--- src/rtl/aes_pkg.sv ---
// Shared constants and state encoding for the AES-128 round-key sequencer.
package aes_pkg;

    localparam int unsigned NUM_ROUNDS    = 10;
    localparam int unsigned KCNT_W        = 4;
    localparam int unsigned BYTES_PER_KEY = 16;
    localparam int unsigned BCNT_W        = 4;
    localparam int unsigned KEY_W         = 128;
    localparam int unsigned BYTE_W        = 8;

    typedef enum logic [1:0] {
        ST_IDLE   = 2'd0,
        ST_REQ    = 2'd1,
        ST_STREAM = 2'd2
    } ks_state_e;

endpackage

--- src/rtl/key_sched_ctrl_if.sv ---
// Control, key-expander and byte-stream signals of the round-key sequencer.
interface key_sched_ctrl_if #(
    parameter int unsigned KCNT_W = aes_pkg::KCNT_W
);

    logic                          start;
    logic                          dec;
    logic                          abort;
    logic                          ke_en;
    logic [KCNT_W-1:0]             ke_kcnt;
    logic                          ke_done;
    logic [aes_pkg::KEY_W-1:0]     ke_wdata;
    logic                          out_valid;
    logic                          out_ready;
    logic [aes_pkg::BYTE_W-1:0]    out_byte;
    logic [KCNT_W-1:0]             out_round;
    logic                          out_last;
    logic                          busy;
    logic                          done;

    // Sequencer side
    modport master (
        input  start, dec, abort, ke_done, ke_wdata, out_ready,
        output ke_en, ke_kcnt, out_valid, out_byte, out_round, out_last, busy, done
    );

    // Environment side: requester, key expander and byte sink
    modport slave (
        output start, dec, abort, ke_done, ke_wdata, out_ready,
        input  ke_en, ke_kcnt, out_valid, out_byte, out_round, out_last, busy, done
    );

endinterface

--- src/rtl/key_byte_buf.sv ---
// 128-bit round-key buffer: parallel load, shift left by one byte, MSB byte out.
module key_byte_buf
    import aes_pkg::*;
(
    input  logic              clk,
    input  logic              rst_n,
    input  logic              i_clear,
    input  logic              i_load,
    input  logic              i_shift,
    input  logic [KEY_W-1:0]  i_data,
    output logic [BYTE_W-1:0] o_byte
);

    logic [KEY_W-1:0] r_buf;

    // Clear beats load beats shift; zero fill keeps the byte output at 0 once drained
    always_ff @(posedge clk or negedge rst_n) begin
        if (!rst_n) begin
            r_buf <= '0;
        end else if (i_clear) begin
            r_buf <= '0;
        end else if (i_load) begin
            r_buf <= i_data;
        end else if (i_shift) begin
            r_buf <= {r_buf[KEY_W-BYTE_W-1:0], BYTE_W'(0)};
        end
    end

    assign o_byte = r_buf[KEY_W-1 -: BYTE_W];

endmodule

--- src/rtl/key_sched_ctrl.sv ---
// Round-key sequencer: requests each round key from the expander and streams it byte-serially.
module key_sched_ctrl #(
    parameter int unsigned NUM_ROUNDS = aes_pkg::NUM_ROUNDS,
    parameter int unsigned KCNT_W     = aes_pkg::KCNT_W
) (
    input  logic              clk,
    input  logic              rst_n,
    key_sched_ctrl_if.master  bus
);

    import aes_pkg::ks_state_e;
    import aes_pkg::ST_IDLE;
    import aes_pkg::ST_REQ;
    import aes_pkg::ST_STREAM;

    localparam int unsigned BCNT_W = aes_pkg::BCNT_W;
    localparam int unsigned BYTE_W = aes_pkg::BYTE_W;

    localparam logic [KCNT_W-1:0] KCNT_LAST = KCNT_W'(NUM_ROUNDS);
    localparam logic [BCNT_W-1:0] BCNT_LAST = BCNT_W'(aes_pkg::BYTES_PER_KEY - 1);
    localparam logic [BCNT_W-1:0] BCNT_PRE  = BCNT_W'(aes_pkg::BYTES_PER_KEY - 2);

    ks_state_e         r_state,     w_state;
    logic              r_dec,       w_dec;
    logic [KCNT_W-1:0] r_kcnt,      w_kcnt;
    logic [KCNT_W-1:0] r_out_round, w_out_round;
    logic [BCNT_W-1:0] r_bcnt,      w_bcnt;
    logic              r_ke_en,     w_ke_en;
    logic              r_out_valid, w_out_valid;
    logic              r_out_last,  w_out_last;
    logic              r_busy,      w_busy;
    logic              r_done,      w_done;

    logic              w_hs;
    logic              w_final;
    logic              w_buf_clear;
    logic              w_buf_load;
    logic              w_buf_shift;
    logic [BYTE_W-1:0] w_byte;

    assign w_hs    = r_out_valid && bus.out_ready;
    assign w_final = r_dec ? (r_kcnt == '0) : (r_kcnt == KCNT_LAST);

    key_byte_buf u_buf (
        .clk     (clk),
        .rst_n   (rst_n),
        .i_clear (w_buf_clear),
        .i_load  (w_buf_load),
        .i_shift (w_buf_shift),
        .i_data  (bus.ke_wdata),
        .o_byte  (w_byte)
    );

    // Next-state and next-output decode; abort overrides everything
    always_comb begin
        w_state     = r_state;
        w_dec       = r_dec;
        w_kcnt      = r_kcnt;
        w_out_round = r_out_round;
        w_bcnt      = r_bcnt;
        w_ke_en     = r_ke_en;
        w_out_valid = r_out_valid;
        w_out_last  = r_out_last;
        w_busy      = r_busy;
        w_done      = 1'b0;
        w_buf_clear = 1'b0;
        w_buf_load  = 1'b0;
        w_buf_shift = 1'b0;

        if (bus.abort) begin
            w_state     = ST_IDLE;
            w_dec       = 1'b0;
            w_kcnt      = '0;
            w_out_round = '0;
            w_bcnt      = '0;
            w_ke_en     = 1'b0;
            w_out_valid = 1'b0;
            w_out_last  = 1'b0;
            w_busy      = 1'b0;
            w_buf_clear = 1'b1;
        end else begin
            case (r_state)
                ST_IDLE: begin
                    if (bus.start) begin
                        w_dec   = bus.dec;
                        w_kcnt  = bus.dec ? KCNT_LAST : '0;
                        w_ke_en = 1'b1;
                        w_busy  = 1'b1;
                        w_state = ST_REQ;
                    end
                end
                ST_REQ: begin
                    if (bus.ke_done) begin
                        w_buf_load  = 1'b1;
                        w_bcnt      = '0;
                        w_out_round = r_kcnt;
                        w_ke_en     = 1'b0;
                        w_out_valid = 1'b1;
                        w_out_last  = 1'b0;
                        w_state     = ST_STREAM;
                    end
                end
                ST_STREAM: begin
                    if (w_hs) begin
                        w_buf_shift = 1'b1;
                        w_bcnt      = BCNT_W'(r_bcnt + 1'b1);
                        w_out_last  = (r_bcnt == BCNT_PRE) && w_final;
                        if (r_bcnt == BCNT_LAST) begin
                            w_out_valid = 1'b0;
                            w_out_last  = 1'b0;
                            if (w_final) begin
                                w_done      = 1'b1;
                                w_busy      = 1'b0;
                                w_kcnt      = '0;
                                w_out_round = '0;
                                w_state     = ST_IDLE;
                            end else begin
                                w_kcnt  = r_dec ? KCNT_W'(r_kcnt - 1'b1) : KCNT_W'(r_kcnt + 1'b1);
                                w_ke_en = 1'b1;
                                w_state = ST_REQ;
                            end
                        end
                    end
                end
                default: begin
                    w_state = ST_IDLE;
                end
            endcase
        end
    end

    // State, counters and registered outputs
    always_ff @(posedge clk or negedge rst_n) begin
        if (!rst_n) begin
            r_state     <= ST_IDLE;
            r_dec       <= 1'b0;
            r_kcnt      <= '0;
            r_out_round <= '0;
            r_bcnt      <= '0;
            r_ke_en     <= 1'b0;
            r_out_valid <= 1'b0;
            r_out_last  <= 1'b0;
            r_busy      <= 1'b0;
            r_done      <= 1'b0;
        end else begin
            r_state     <= w_state;
            r_dec       <= w_dec;
            r_kcnt      <= w_kcnt;
            r_out_round <= w_out_round;
            r_bcnt      <= w_bcnt;
            r_ke_en     <= w_ke_en;
            r_out_valid <= w_out_valid;
            r_out_last  <= w_out_last;
            r_busy      <= w_busy;
            r_done      <= w_done;
        end
    end

    assign bus.ke_en     = r_ke_en;
    assign bus.ke_kcnt   = r_kcnt;
    assign bus.out_valid = r_out_valid;
    assign bus.out_byte  = w_byte;
    assign bus.out_round = r_out_round;
    assign bus.out_last  = r_out_last;
    assign bus.busy      = r_busy;
    assign bus.done      = r_done;

endmodule

--- src/flat_wrapper.sv ---
// flat-port wrapper written by rule: the top's interface ports become plain ports
module key_sched_ctrl_flat import aes_pkg::ks_state_e; import aes_pkg::ST_IDLE; import aes_pkg::ST_REQ; import aes_pkg::ST_STREAM;
#(
    parameter int unsigned NUM_ROUNDS = aes_pkg::NUM_ROUNDS,
    parameter int unsigned KCNT_W     = aes_pkg::KCNT_W
)
  (clk, rst_n, bus_start, bus_dec, bus_abort, bus_ke_done, bus_ke_wdata, bus_out_ready, bus_ke_en, bus_ke_kcnt, bus_out_valid, bus_out_byte, bus_out_round, bus_out_last, bus_busy, bus_done);
  key_sched_ctrl_if #(.KCNT_W(KCNT_W)) bus_i ();
  input  logic clk;
  input  logic rst_n;
  input wire logic [$bits(bus_i.start)-1:0] bus_start;
  input wire logic [$bits(bus_i.dec)-1:0] bus_dec;
  input wire logic [$bits(bus_i.abort)-1:0] bus_abort;
  input wire logic [$bits(bus_i.ke_done)-1:0] bus_ke_done;
  input wire logic [$bits(bus_i.ke_wdata)-1:0] bus_ke_wdata;
  input wire logic [$bits(bus_i.out_ready)-1:0] bus_out_ready;
  output wire logic [$bits(bus_i.ke_en)-1:0] bus_ke_en;
  output wire logic [$bits(bus_i.ke_kcnt)-1:0] bus_ke_kcnt;
  output wire logic [$bits(bus_i.out_valid)-1:0] bus_out_valid;
  output wire logic [$bits(bus_i.out_byte)-1:0] bus_out_byte;
  output wire logic [$bits(bus_i.out_round)-1:0] bus_out_round;
  output wire logic [$bits(bus_i.out_last)-1:0] bus_out_last;
  output wire logic [$bits(bus_i.busy)-1:0] bus_busy;
  output wire logic [$bits(bus_i.done)-1:0] bus_done;
  assign bus_i.start = bus_start;
  assign bus_i.dec = bus_dec;
  assign bus_i.abort = bus_abort;
  assign bus_i.ke_done = bus_ke_done;
  assign bus_i.ke_wdata = bus_ke_wdata;
  assign bus_i.out_ready = bus_out_ready;
  assign bus_ke_en = bus_i.ke_en;
  assign bus_ke_kcnt = bus_i.ke_kcnt;
  assign bus_out_valid = bus_i.out_valid;
  assign bus_out_byte = bus_i.out_byte;
  assign bus_out_round = bus_i.out_round;
  assign bus_out_last = bus_i.out_last;
  assign bus_busy = bus_i.busy;
  assign bus_done = bus_i.done;
  key_sched_ctrl #(.NUM_ROUNDS(NUM_ROUNDS), .KCNT_W(KCNT_W)) u_core (.clk(clk), .rst_n(rst_n), .bus(bus_i));
endmodule
--- config.mk ---
export PLATFORM = sky130hd
export DESIGN_NAME = key_sched_ctrl_flat
export DESIGN_NICKNAME = d
export VERILOG_FILES = /design/src/rtl/aes_pkg.sv /design/src/rtl/key_sched_ctrl_if.sv /design/src/rtl/key_byte_buf.sv /design/src/rtl/key_sched_ctrl.sv /design/src/flat_wrapper.sv
export SDC_FILE = /design/constraint.sdc
export NUM_CORES = 1
export LEC_CHECK = 0
export ABC_AREA = 1
export CAP_MARGIN = 25
export CORE_AREA = 2 2 128 130
export CTS_BUF_LIST = sky130_fd_sc_hd__clkbuf_4 sky130_fd_sc_hd__clkbuf_8
export CTS_CLUSTER_DIAMETER = 60
export DETAILED_ROUTE_END_ITERATION = 8
export DIE_AREA = 0 0 130 132
export PLACE_DENSITY_LB_ADDON = 0.3
export SYNTH_ARGS = -nofsm -noshare
export SYNTH_HDL_FRONTEND = slang
export SYNTH_SLANG_ARGS = --single-unit
--- constraint.sdc ---
create_clock -name clk -period 1.7 [get_ports clk]
set_clock_uncertainty 0.15 [all_clocks]
set_input_delay 0.34 -clock clk [delete_from_list [all_inputs] [get_ports clk]]
set_output_delay 0.34 -clock clk [all_outputs]
set_load 0.01 [all_outputs]
Word-level counts from Yosys, hierarchy flattened. Index checks and enable logic that the tools add are counted.

Multiplexer cells: 65. Eq/ne operators: 11. $add $sub $neg: 3. Reductions and logical operators: 18.

Operator list (count): $mux W128 (3); $mux W4 (15); $mux W1 (34); $pmux W4 S2 (3); $eq A4 B4 Y1 const B (3); $reduce_and A4 Y1 (3); $mux W2 (5); $reduce_and A5 Y1 (2); $ne A3 B2 Y1 const B (3); $ne A3 B3 Y1 const B (3); $reduce_bool A3 Y1 (3); $add A4 B1 Y4 const B (2); $pmux W1 S2 (3); $pmux W2 S3 (1); $reduce_and A6 Y1 (1); $logic_not A4 Y1 (1); $reduce_bool A2 Y1 (2); $reduce_bool A4 Y1 (1); $sub A4 B1 Y4 const B (1); $pmux W1 S3 (1); $reduce_and A3 Y1 (1); $eq A2 B1 Y1 const B (1); $eq A2 B2 Y1 const B (1); $logic_and A1 B1 Y1 (2); other kinds (2) (2).

Output and inout port bits: 21. Register bits after elaboration: 148. Word-level logic and storage cells: 108.

Longest topological paths before layout.
Word-level depth: 7. Gate-level depth with buffers: 10. Gate-level depth less buffers: 9.

Cells and area by module. A second synthesis with hierarchy kept.

Cell total of the unflattened synthesis: 1098. Area, all modules: 7536.0 µm².

By module, submodules not included: key_byte_buf (area each 6322.3 µm², seq. area each 3203.1 µm², times used 1, cells an instance 932); key_sched_ctrl (area each 1213.7 µm², seq. area each 500.5 µm², times used 1, cells an instance 166).

Worst setup path before layout. OpenSTA, ideal clock, no wires.

Kind: flip-flop to flip-flop. From: reg u_core.r_kcnt[2] (netlist: u_core.bus.ke_kcnt[2]). To: reg u_core.r_kcnt[3] (netlist: u_core.bus.ke_kcnt[3]). Required time: 1433 ps. Library setup time: 117 ps. Arrival time: 1352 ps. Slack: 82 ps. Stages on the path, launching flop included: 9. Clock period less this slack: 1618 ps. Cells stage by stage: dfrtp_1 ha_1 or2_2 nand2_1 nand2_1 nand3_1 nand2_1 nand2_1 nand2_1.

Word-level cells in the longest chain between the ends: 7.

RTL lines: start: declaration (RTL line key_sched_ctrl.sv:25) `logic [KCNT_W-1:0] r_kcnt, w_kcnt;`; start signal: assignment (RTL line key_sched_ctrl.sv:148) `r_kcnt <= w_kcnt;`; $add A4 B1 Y4 (tied with other cells) (RTL line key_sched_ctrl.sv:118) `w_kcnt = r_dec ? KCNT_W'(r_kcnt - 1'b1) : KCNT_W'(r_kcnt + 1'b1);`; $mux W4 or $mux W1 (tied branches) (RTL line key_sched_ctrl.sv:118, key_sched_ctrl.sv:42); $mux W4 (*) (RTL line key_sched_ctrl.sv:111) `if (w_final) begin`; $mux W4 (*) (RTL line key_sched_ctrl.sv:108) `if (r_bcnt == BCNT_LAST) begin`; $mux W4 (*) (RTL line key_sched_ctrl.sv:104) `if (w_hs) begin`; $pmux W4 S2 (*) (RTL line key_sched_ctrl.sv:82) `case (r_state)`; $mux W4 (*) (RTL line key_sched_ctrl.sv:70) `if (bus.abort) begin`.

Every way passes the cells marked *; elsewhere a longest branch is shown, timed or not. The select of a mux whose other input is x is not followed. A chain may end at the register's enable or synchronous reset.

Worst setup path after layout.
From: reg u_core.r_state[0]. To: reg u_core.u_buf.r_buf[62].

Word-level cells in the longest chain between the ends: 5.

RTL lines: start: declaration (RTL line key_sched_ctrl.sv:23) `ks_state_e r_state, w_state;`; start signal: assignment (RTL line key_sched_ctrl.sv:146) `r_state <= w_state;`; $eq A2 B1 Y1 (RTL line key_sched_ctrl.sv:82); $mux W1 (RTL line key_sched_ctrl.sv:82); $mux W1 (RTL line key_sched_ctrl.sv:70); $mux W128 (RTL line key_byte_buf.sv:22) `end else if (i_load) begin`; $mux W128 (RTL line key_byte_buf.sv:20) `end else if (i_clear) begin`; end signal: assignment (RTL line key_byte_buf.sv:23) `r_buf <= i_data;`; end signal: assignment (RTL line key_byte_buf.sv:25) `r_buf <= {r_buf[KEY_W-BYTE_W-1:0], BYTE_W'(0)};`; end: declaration (RTL line key_byte_buf.sv:14) `logic [KEY_W-1:0] r_buf;`.

Parallel ways exist; a longest one is shown, timed or not.

==> out/qor.yml <==
status:
  status: "finished with violations"
  violations: "negative setup slack"
synthesis:
  synth_area_um2: 7440
  ys.flop_type: "dfrtp_1"
  ys_seq_area_frac: 0.498
  synthTopCellsByArea: "dfrtp_1 (50%), nand2_1 (16%), o21ai_0 (8.1%)"
  synth_cell_types: 28
  netlist_top_cells_count: "nand2_1 (322), dfrtp_1 (148), inv_1 (123), o21ai_0 (121), o21ai_1 (117)"
  postSynth.asyncResetShare: 1.00
  synth_seq_cells: 148
  synthCells: 968
  synth.avg_cell_area_um2: 7.68
  synth_area_leader_cell: "dfrtp_1"
  synth_nets: 1108
  ys.warnings.count: 0
  synth-edff-count: 0
  synth_top_area_frac: 0.498
  yosysMostFrequentCell: "nand2_1"
power_and_ir_drop:
  p_leak_nw: 4.97
  p_clk_frac: 0.225
  vdd_drop_max_mv: 0.825
  power.internal_mw: 8.09
  switchingPower_mw: 4.41
  seqPwrFrac: 0.356
  power_frac_comb: 0.418
  p_sw_frac: 0.353
  p_per_area_nw_per_um2: 1120
run:
  maxCapViolCount: 0
floorplan:
  start_util: 0.473
  die_y_um: 132
  die_area_um2: 17200
  ios: 156
  die_w_um: 130
  placementRows: 46
  core_region_area_um2: 15700
final_layout:
  layout-drive-gt1-share: 0.196
  antenna_cells: 0
  multi_input_area_um2: 3260
  finalInstanceArea_um2: 11200
  areaGrowthSynthToFinish_pct: 50.5
  register_area_um2: 3710
  nFillCells: 1202
  num-nets-final: 1323
timing:
  fin_crit_sh: 1.03
  worstMarginPinSlew_ns: 0.428
  fin_setup_tns_ns: -1.20
  setup_viol: 61
  slew_headroom: 0.715
  drv_slew: 0
  fin_ws_ns: -0.0488
  grt_setup_unrepaired: "true"
  hold_viol: 0
  clock.fmax_mhz: 572
  period_minus_slack_ns: 1.75
global_routing:
  grt_pass1_wl_mm: 31.5
  grt_max_degree: 56
  overflow: 0
  antenna_found_initial: 0
  grt_pass1_vias: 6499
  grt.total_usage: 0.231
clocking:
  htree_num_levels: 4
  cts_buffers: 17
  root_buffer: "clkbuf_8"
  cts_tree: "yes"
  clock-sinks: 148
  cts.clk_slew.worst_paths_ns: 0.09
  clockBufferDepth: 2
  clk_latency_ns: 0.46
drt:
  ant_nets: 0
  num_vias: 7224
  drtPass1Iterations: 5
  totalWireLength_mm: 22.7
  wire_per_inst_um: 16.1
  drtIter0Drc: 523
  drc: 0
  vias_per_cell: 5.12
critical_path:
  path_buf_inv: 3
  arrival_ns: 1.97
  worstPathRequired_ns: 1.92
  path_cells: "buf_4 -> nor2_4 -> nand4_4 -> buf_6 -> nand2_8 -> clkbuf_16 -> nand2_1 -> o21ai_1"
  path_max_fanout: 14
  critPathSlowestCell: "dfrtp_1"
  path_class: "flop to flop"
  critical_path.top_delay_family: "buffers and inverters"
  slowest_delay_ns: 0.41
  start_kind: "flop"
  worstSetupEndpointType: "flop"
placed_design:
  gp_congestion: 0.811
  hpwlAfterDp_mm: 12.6
  placed_area_um2: 9400
  port_buffers: 155
hold_path:
  min_path_type: "primary input to asynchronous set/reset pin"
cells in the final DEF (no fill, tap or decap), drive strengths merged, types with 2 or more instances in the layout:
cell type / n
a21oi: 11
buf: 82
bufinv: 2
clkbuf: 42
clkdlybuf4s50: 132
clkinv: 6
dfrtp: 148
dlygate4sd2: 20
ha: 4
inv: 125
nand2: 330
nand3: 15
nand4: 3
nor2: 31
o21ai: 238
layout make-up:
| type | instances | area share |
|---|---|---|
| tap | 216 | 0.0241 |
| inverter | 125 | 0.0430 |
| sequential | 148 | 0.331 |
| clock inverter | 9 | 0.00905 |
| multi-input combinational | 636 | 0.292 |
| clock buffer | 23 | 0.0272 |
| timing repair buffer | 255 | 0.274 |
state kept, by name, summed over array words and instances, names as in the netlist:
register and cells:
u_core.bus.done 1, u_core.r_bcnt 4, u_core.u_buf.r_buf 128, u_core.bus.out_round 4, u_core.bus.ke_kcnt 4, u_core.bus.busy 1, u_core.bus.out_last 1, u_core.bus.ke_en 1
u_core.r_dec 1, u_core.r_state 2, u_core.bus.out_valid 1
power by group through the flow:
| stage | logic [mW] | clock network (mW) | registers (mW) |
|---|---|---|---|
| after detailed placement | 3.70 | 0 | 4.53 |
| after global routing | 5.68 | 3.00 | 4.51 |
| after floorplan | 2.30 | 0 | 4.49 |
| final | 5.23 | 2.82 | 4.45 |
| after CTS | 4.15 | 2.84 | 4.43 |
| after global placement | 3.64 | 0 | 4.52 |
path summary, 6_finish.rpt:
path,start,to,slack (ns),depth (start not counted)
setup reg to reg,u_core.r_state[0]$_DFFE_PN0P_,u_core.u_buf.r_buf[62]$_DFFE_PN0P_,-0.05,8
max in group asynchronous,rst_n,u_core.bus.ke_kcnt[1]$_DFFE_PN0P_,0.61,3
hold / removal,rst_n,u_core.u_buf.r_buf[57]$_DFFE_PN0P_,0.22,2
min in group clk,bus_abort,u_core.r_dec$_DFFE_PN0P_,0.24,4
setup / recovery,u_core.r_state[0]$_DFFE_PN0P_,u_core.u_buf.r_buf[62]$_DFFE_PN0P_,-0.05,8
hold reg to reg,u_core.bus.out_round[1]$_DFFE_PN0P_,u_core.bus.out_round[1]$_DFFE_PN0P_,0.32,2
routing by layer:
layer  track usage  part of all wire  vias to the layer above
met5             0                 0                        -
met4        0.0579             0.014                        0
met3        0.0564             0.063                       32
met2         0.358              0.49                      265
met1         0.327              0.43                     3455
li1              -                 -                     3472
timing repair:
action | 4_1_cts | 5_1_grt
hold buffers | 1 | 0
pin swaps | 4 | 41
cloned | 7 | 27
resized for setup | 59 | 151
endpoints found under the hold margin | 83 | 0
endpoints found under the setup margin | 25 | 141
buffers inserted | 14 | 13
cell families after synthesis:
kind of cell / after synthesis / synth area share
simple gates: 376 / 0.201
compound gates: 249 / 0.171
buf+inv: 189 / 0.119
flops: 148 / 0.498
fa+ha+maj: 5 / 0.00942
xor+xnor: 1 / 0.00118
stage by stage:
step	setup WS, ns	util	hold slack [ns]	instances	total power [mW]
6_report	-0.0488	0.712	0.224	1412	12.5
5_1_grt	-0.115	0.712	0.244	1412	13.2
4_1_cts	-0.0869	0.647	0.221	1374	11.4
3_5_place_dp	-0.493	0.598	0.140	1320	8.23
3_3_place_gp	-0.415	0.598	0.139	1320	8.16
2_1_floorplan	0.0816	-	-0.106	968	6.79
Power figures use the tool's default switching activity.
